<file path="src/rtl/sign_mult.sv">
// Sequential 16x16 signed multiplier: sign/magnitude split, 16-step shift-add, sign fix-up.
// Optional macro SIGN_MULT_ZERO_SKIP_EN short-circuits zero operands straight to DONE.
module sign_mult (
    input  logic        CLK,
    input  logic        Rst,
    input  logic        St,
    input  logic [15:0] Dbus,
    output logic [31:0] Product,
    output logic        Rdy,
    output logic        Busy
);

    localparam int DATA_W = 16;

    typedef enum logic [2:0] {
        IDLE  = 3'd0,
        LOADB = 3'd1,
        SIGN  = 3'd2,
        MULT  = 3'd3,
        FIX   = 3'd4,
        DONE  = 3'd5
    } state_t;

    state_t                state;
    logic [DATA_W-1:0]     opa;
    logic [DATA_W-1:0]     opb;
    logic                  sgn;
    logic [2*DATA_W-1:0]   acc;
    logic [4:0]            cnt;
    logic [DATA_W:0]       sum;

    // 0x8000 maps to 0x8000, read as the unsigned value 32768.
    function automatic logic [DATA_W-1:0] magnitude(input logic signed [DATA_W-1:0] v);
        logic [DATA_W-1:0] u;
        u = v;
        return v[DATA_W-1] ? (~u + 16'd1) : u;
    endfunction

    function automatic logic [2*DATA_W-1:0] negate32(input logic [2*DATA_W-1:0] v);
        return ~v + 32'd1;
    endfunction

    // Carry out of the upper-half add is kept and shifted back into bit 31.
    assign sum = {1'b0, acc[2*DATA_W-1:DATA_W]} + (opb[0] ? {1'b0, opa} : 17'd0);

    always_ff @(posedge CLK) begin
        if (Rst) begin
            state   <= IDLE;
            Product <= '0;
            Rdy     <= 1'b0;
            Busy    <= 1'b0;
            opa     <= '0;
            opb     <= '0;
            sgn     <= 1'b0;
            acc     <= '0;
            cnt     <= '0;
        end else begin
            case (state)
                IDLE, DONE: begin
                    if (St) begin
                        opa   <= Dbus;
                        Rdy   <= 1'b0;
                        state <= LOADB;
                    end
                end
                LOADB: begin
                    opb   <= Dbus;
                    Busy  <= 1'b1;
                    state <= SIGN;
                end
                SIGN: begin
                    sgn <= opa[DATA_W-1] ^ opb[DATA_W-1];
                    opa <= magnitude(opa);
                    opb <= magnitude(opb);
                    acc <= '0;
                    cnt <= '0;
`ifdef SIGN_MULT_ZERO_SKIP_EN
                    if (opa == '0 || opb == '0) begin
                        Product <= '0;
                        Rdy     <= 1'b1;
                        Busy    <= 1'b0;
                        state   <= DONE;
                    end else begin
                        state <= MULT;
                    end
`else
                    state <= MULT;
`endif
                end
                MULT: begin
                    acc <= {sum, acc[DATA_W-1:1]};
                    opb <= opb >> 1;
                    cnt <= cnt + 5'd1;
                    if (cnt == 5'd15)
                        state <= FIX;
                end
                FIX: begin
                    Product <= sgn ? negate32(acc) : acc;
                    Rdy     <= 1'b1;
                    Busy    <= 1'b0;
                    state   <= DONE;
                end
                default: state <= IDLE;
            endcase
        end
    end

endmodule

</file>
<file path="config.mk">
export PLATFORM = sky130hd
export DESIGN_NAME = sign_mult
export DESIGN_NICKNAME = d
export VERILOG_FILES = /design/src/rtl/sign_mult.sv
export SDC_FILE = /design/constraint.sdc
export NUM_CORES = 1
export LEC_CHECK = 0
export BUFFER_PORTS_ARGS = -buffer_cell sky130_fd_sc_hd__buf_2
export CAP_MARGIN = 40
export CORE_MARGIN = 2
export CORE_UTILIZATION = 30
export CTS_BUF_LIST = sky130_fd_sc_hd__clkbuf_8
export DETAILED_ROUTE_END_ITERATION = 6
export PLACE_DENSITY = 0.57
export SYNTH_ARGS = -nofsm -noshare
export SYNTH_HDL_FRONTEND = slang
export SYNTH_SLANG_ARGS = --single-unit
</file>
<file path="constraint.sdc">
create_clock -name CLK -period 3.1 [get_ports CLK]
set_input_delay 0.31 -clock CLK [delete_from_list [all_inputs] [get_ports CLK]]
set_output_delay 0.31 -clock CLK [all_outputs]
set_load 0.01 [all_outputs]
</file>
==> After elaboration in Yosys (flattened, before gate mapping) <==
Cells that the tools add are included.
W data, S select, Z words.
{ "op_classes": {"n_reduce_logical": 12, "n_mul": 0, "div_mod_pow": 0, "n_shift": 0, "n_eq_ne": 10, "magnitude_cmp": 0, "add_sub_neg": 5, "n_mux": 15, "bitwise_logic": 4} }
{ "op_table": {"columns": ["operator", "count"], "rows": [
  ["$mux W16", 4],
  ["$pmux W32 S2", 1],
  ["$pmux W16 S3", 1],
  ["$add A16 B1 Y16 const B", 2],
  ["$add A32 B1 Y32 const B", 1],
  ["$mux W32", 1],
  ["$not A16 Y16", 2],
  ["$not A32 Y32", 1],
  ["$pmux W16 S2", 1],
  ["$add A16 B16 Y17", 1],
  ["$pmux W3 S5", 1],
  ["$pmux W5 S2", 1],
  ["$ne A2 B2 Y1 const B", 4],
  ["$reduce_and A2 Y1", 4],
  ["$reduce_bool A2 Y1", 4],
  ["$eq A3 B2 Y1 const B", 2],
  ["$eq A3 B3 Y1 const B", 2],
  ["$mux W3", 2],
  ["$add A5 B1 Y5 const B", 1],
  ["$eq A5 B4 Y1 const B", 1],
  ["$pmux W1 S2", 2],
  ["$eq A3 B1 Y1 const B", 1],
  ["$logic_not A3 Y1", 1],
  ["$reduce_and A3 Y1", 1],
  ["other kinds (4)", 4]
]} }
{ "word_totals": {"rom_bits": 0, "ram_bits": 0, "elab_cells": 57, "latch_bits": 0, "inputBits": 19, "out_inout_bits": 34, "reg_bits": 107, "memories": 0} }

==> Logic depth before layout (Yosys ltp) <==
{ "depth": {"depth_word": 4, "depth_mapped": 11, "depth_no_buf": 11} }

==> Least setup slack after synthesis <==
No wires, ideal clock.
{ "synth_timing": {"path_kind": "reg-to-reg", "start": "reg opb[0]", "end": "reg acc[28]", "path_buffers": 1, "setup_ns": 0.127, "synth_period_minus_slack_ns": 2.508, "path_stages_with_launch": 11, "t_required_ns": 2.973, "t_arrival_ns": 2.381, "path_slack_ns": 0.592, "path_cell_list": "dfxtp_1 clkbuf_1 nand2_1 inv_1 ha_1 a211oi_1 o21ai_0 a31oi_1 o21ai_0 and3_1 or3_1"} }
{ "synth_via": {"elab_chain_cells": 3} }
{ "synth_rtl": {"columns": ["element", "line", "text"], "rows": [
  ["start, declared", "26", "logic [DATA_W-1:0] opb;"],
  ["start signal, assigned", "67", "opb <= Dbus;"],
  ["start signal, assigned", "74", "opb <= magnitude(opb);"],
  ["start signal, assigned", "92", "opb <= opb >> 1;"],
  ["$mux W16", "44", "assign sum = {1'b0, acc[2*DATA_W-1:DATA_W]} + (opb[0] ? {1'b0, opa} : 17'd0);"],
  ["$add A16 B16 Y17", "44", null],
  ["$pmux W32 S2", "58", "case (state)"],
  ["end signal, assigned", "91", "acc <= {sum, acc[DATA_W-1:1]};"],
  ["end, declared", "28", "logic [2*DATA_W-1:0] acc;"]
]} }
Every way passes these cells.
A chain may end at the register's enable or synchronous reset.

==> Worst setup path after layout <==
{ "layout_timing": {"start": "reg opb[0]", "end": "reg acc[27]"} }
The elaborated chain is that of the path after synthesis.

==> impl_metrics.yaml <==
detailed_routing:
  wl_per_cell_microns: 15.4
  drtIter0Drc: 411
  routed-wl-met3_microns: 826
  drcViolationCount: 0
  dr.max_layer_used: "met4"
  wl_mm: 17.5
  via_per_inst: 5.25
  wl_met1_mm: 8.99
  wl_met2_mm: 7.40
  drtAntennaViolNets: 0
  dr.pass1.iters: 5
  vias: 5958
finish:
  final_layout_size_suffix_gt1_share_pct: 13.4
  area_growth_pct: 11.9
  final_cell_mix: "nor2_1, dfxtp_1, nand2_1"
  nNetsFinal: 896
  final_common_cell: "nor2_1"
  fin_util_pct: 34.2
  antennaDiodeCount: 0
power:
  ir_drop_uv: 207
  power_mw: 2.91
  p_leak_nw: 2.87
  p_per_area_mw_per_mm2: 406
yosys:
  synth_seq_cells: 107
  ys.warnings.count: 0
  synth_xor_area_share_pct: 4.92
  async_flop_share_pct: 0
  synth_top_family_by_area: "compound AO/OA/AOI/OAI gates"
  synth_compound_area_share_pct: 26.1
  synth-simple-area-share_pct: 24.4
  ys_seq_area_share_pct: 33.5
  syn_inst: 825
  yosysUniqueCellTypes: 65
  yosys.area_share.adder_pct: 4.42
  synth_ff_type: "dfxtp_1"
  synth_mux_area_share_pct: 2.29
  syn_area_per_cell_sq_um: 7.76
  synth_nets: 866
  netlist_area_sq_mm: 0.00640
  synth_edf_count: 0
floorplan:
  core_area_sq_mm: 0.0210
  top_level_ports: 53
  start_util_pct: 30.6
  die_h_microns: 150
  die_w_microns: 150
  rows: 53
  die-area_sq_mm: 0.0225
timing:
  finalCritPeriodShare_pct: 86.8
  maxSlewHeadroom_pct: 63.7
  postLayoutSetupSlackWorst_ns: 0.410
  slew_viol_final: 0
  finalSetupViolCount: 0
  finalCriticalPeriod_ns: 2.69
  fmax_mhz: 372
  rsz0062_at_grt: "false"
  finalHoldViolations: 0
  worst_pin_slew_ns: 0.543
  fin_skew_ns: 0.0140
  setup-tns-final_ns: 0
setup_path:
  critPathSlowestCell: "dfxtp_1"
  crit_start: "opb[0]"
  crit_buf_inv: 3
  cpMostUsedCell: "inv_1"
  cp_max_fo: 18
  cp.depth: 11
  crit_required_ns: 3.38
  path_delay_family: "compound AO/OA/AOI/OAI gates"
  crit_type: "reg2reg"
  worstPathArrival_ns: 2.97
  startpoint_type: "flop"
  crit_path_cell_trace: "inv_1 > nor2_1 > ha_1 > inv_1 > fa_1 > inv_1 > a21o_1 > a41o_1 > a31o_2 > mux2i_1 > nand3_1"
  r2r_start: "opb[0]"
  max_stage_delay_ns: 0.60
  rr_worst_depth: 11
  cp-end-kind: "flop"
global_routing:
  grt_pass1_vias: 5618
  grt_remaining_overflow: 0
  grt_pass1_wl_mm: 29.0
  grt_max_degree: 40
  antenna_found_initial: 0
  grt.total_usage_pct: 16.1
cts:
  cts.sinks: 107
  cts_root_buffer: "clkbuf_8"
  hold_buffers: 0
  cts_buffers: 9
  cts_resized: 0
  insertion_delay_ns: 0.40
  clk_pin_slew_ns: 0.10
  h-tree-depth: 3
  cts_tree: "done"
  post_cts_buffers: 0
  max-clock-path-buffers: 2
placement:
  port_buffers: 52
  gp_congestion: 0.869
  detailed_place_hpwl_mm: 12.8
  dp_slack_ns: 0.450
status:
  status: "complete, no violations"
job:
  maxCapViolations: 0
min_path:
  hold-path-cell-count: 3
  min_from: "Dbus[14]"
  hold_class: "in2reg"
==> worst reg2reg max path: stages, from the launching register on <==
cell and delay, ns:
dfxtp_1 0.60, inv_1 0.15, nor2_1 0.17, ha_1 0.21
inv_1 0.07, fa_1 0.41, inv_1 0.08, a21o_1 0.13
a41o_1 0.29, a31o_2 0.21, mux2i_1 0.18, nand3_1 0.09
==> cell usage after synthesis (all sizes together), types with 4 or more instances <==
| cell type | number | area, sq um |
|---|---|---|
| a211oi | 33 | 248 |
| a21o | 12 | 90.1 |
| a21oi | 49 | 245 |
| a221oi | 5 | 43.8 |
| a22oi | 29 | 218 |
| a31oi | 8 | 50.1 |
| and2 | 16 | 100 |
| and3 | 7 | 43.8 |
| clkbuf | 54 | 204 |
| dfxtp | 107 | 2140 |
| ha | 21 | 263 |
| inv | 18 | 67.6 |
| mux2 | 5 | 56.3 |
| mux2i | 9 | 90.1 |
| nand2 | 78 | 293 |
| nand2b | 6 | 37.5 |
| nand3 | 9 | 45.0 |
| nand3b | 4 | 30.0 |
| nand4 | 5 | 31.3 |
| nor2 | 116 | 435 |
| nor2b | 6 | 37.5 |
| nor3 | 27 | 135 |
| nor3b | 6 | 45.0 |
| nor4 | 5 | 37.5 |
| o211ai | 7 | 52.6 |
| o21ai | 47 | 235 |
| o311ai | 6 | 60.1 |
| o31ai | 17 | 128 |
| o41ai | 4 | 35.0 |
| or2 | 7 | 43.8 |
| or3 | 18 | 118 |
| or4 | 9 | 71.3 |
| xnor2 | 16 | 140 |
| xor2 | 20 | 175 |
==> per-layer routing <==
metal | vias up | track usage, %
li1 | 3064 | -
met1 | 2745 | 23.3
met2 | 132 | 23.9
met3 | 17 | 3.90
met4 | 0 | 4.25
met5 | - | 0
==> registers in the layout, indices dropped and copies added (netlist names) <==
name,count
Product,32
acc,32
opa,16
opb,16
cnt,5
state,3
Busy,1
Rdy,1
sgn,1
==> worst paths after layout <==
path | to | slack [ns]
max | acc[27] | 0.41
min | opa[14] | 0.18
max reg2reg | acc[27] | 0.41
min reg2reg | Product[24] | 0.45
==> final cells by class <==
| type | instances | area, sq um |
|---|---|---|
| Clock buffer | 9 | 124 |
| Clock inverter | 7 | 60.1 |
| Fill cell | 2279 | 13800 |
| Inverter | 18 | 67.6 |
| Multi-Input combinational cell | 644 | 3980 |
| Sequential cell | 107 | 2140 |
| Tap cell | 275 | 344 |
| Timing Repair Buffer | 75 | 443 |
==> through the flow <==
stage	hold WS, ns	area [sq um]	std cells
2_1_floorplan	0.444	6400	825
3_3_place_gp	0.438	6970	1118
3_5_place_dp	0.442	6980	1119
4_1_cts	0.157	7160	1135
5_1_grt	0.172	7160	1135
6_report	0.183	7160	1135
==> cell families (layout without fill, tap and decap cells) <==
| kind of cell | after synthesis | in the layout |
|---|---|---|
| adder cells (fa/ha/maj) | 22 | 22 |
| buffers and inverters | 74 | 109 |
| AND/OR/NAND/NOR | 325 | 325 |
| flip-flops | 107 | 107 |
| AO/OA/AOI/OAI | 247 | 247 |
| multiplexers | 14 | 14 |
| XOR/XNOR | 36 | 36 |
==> where the power goes <==
group          switching [mW]  internal [mW]  leakage (nW)
combinational           0.349          0.216          1.91
sequential             0.0735           1.43         0.867
clock                   0.535          0.308        0.0955
Note: power is estimated with default switching activity, not from simulation.
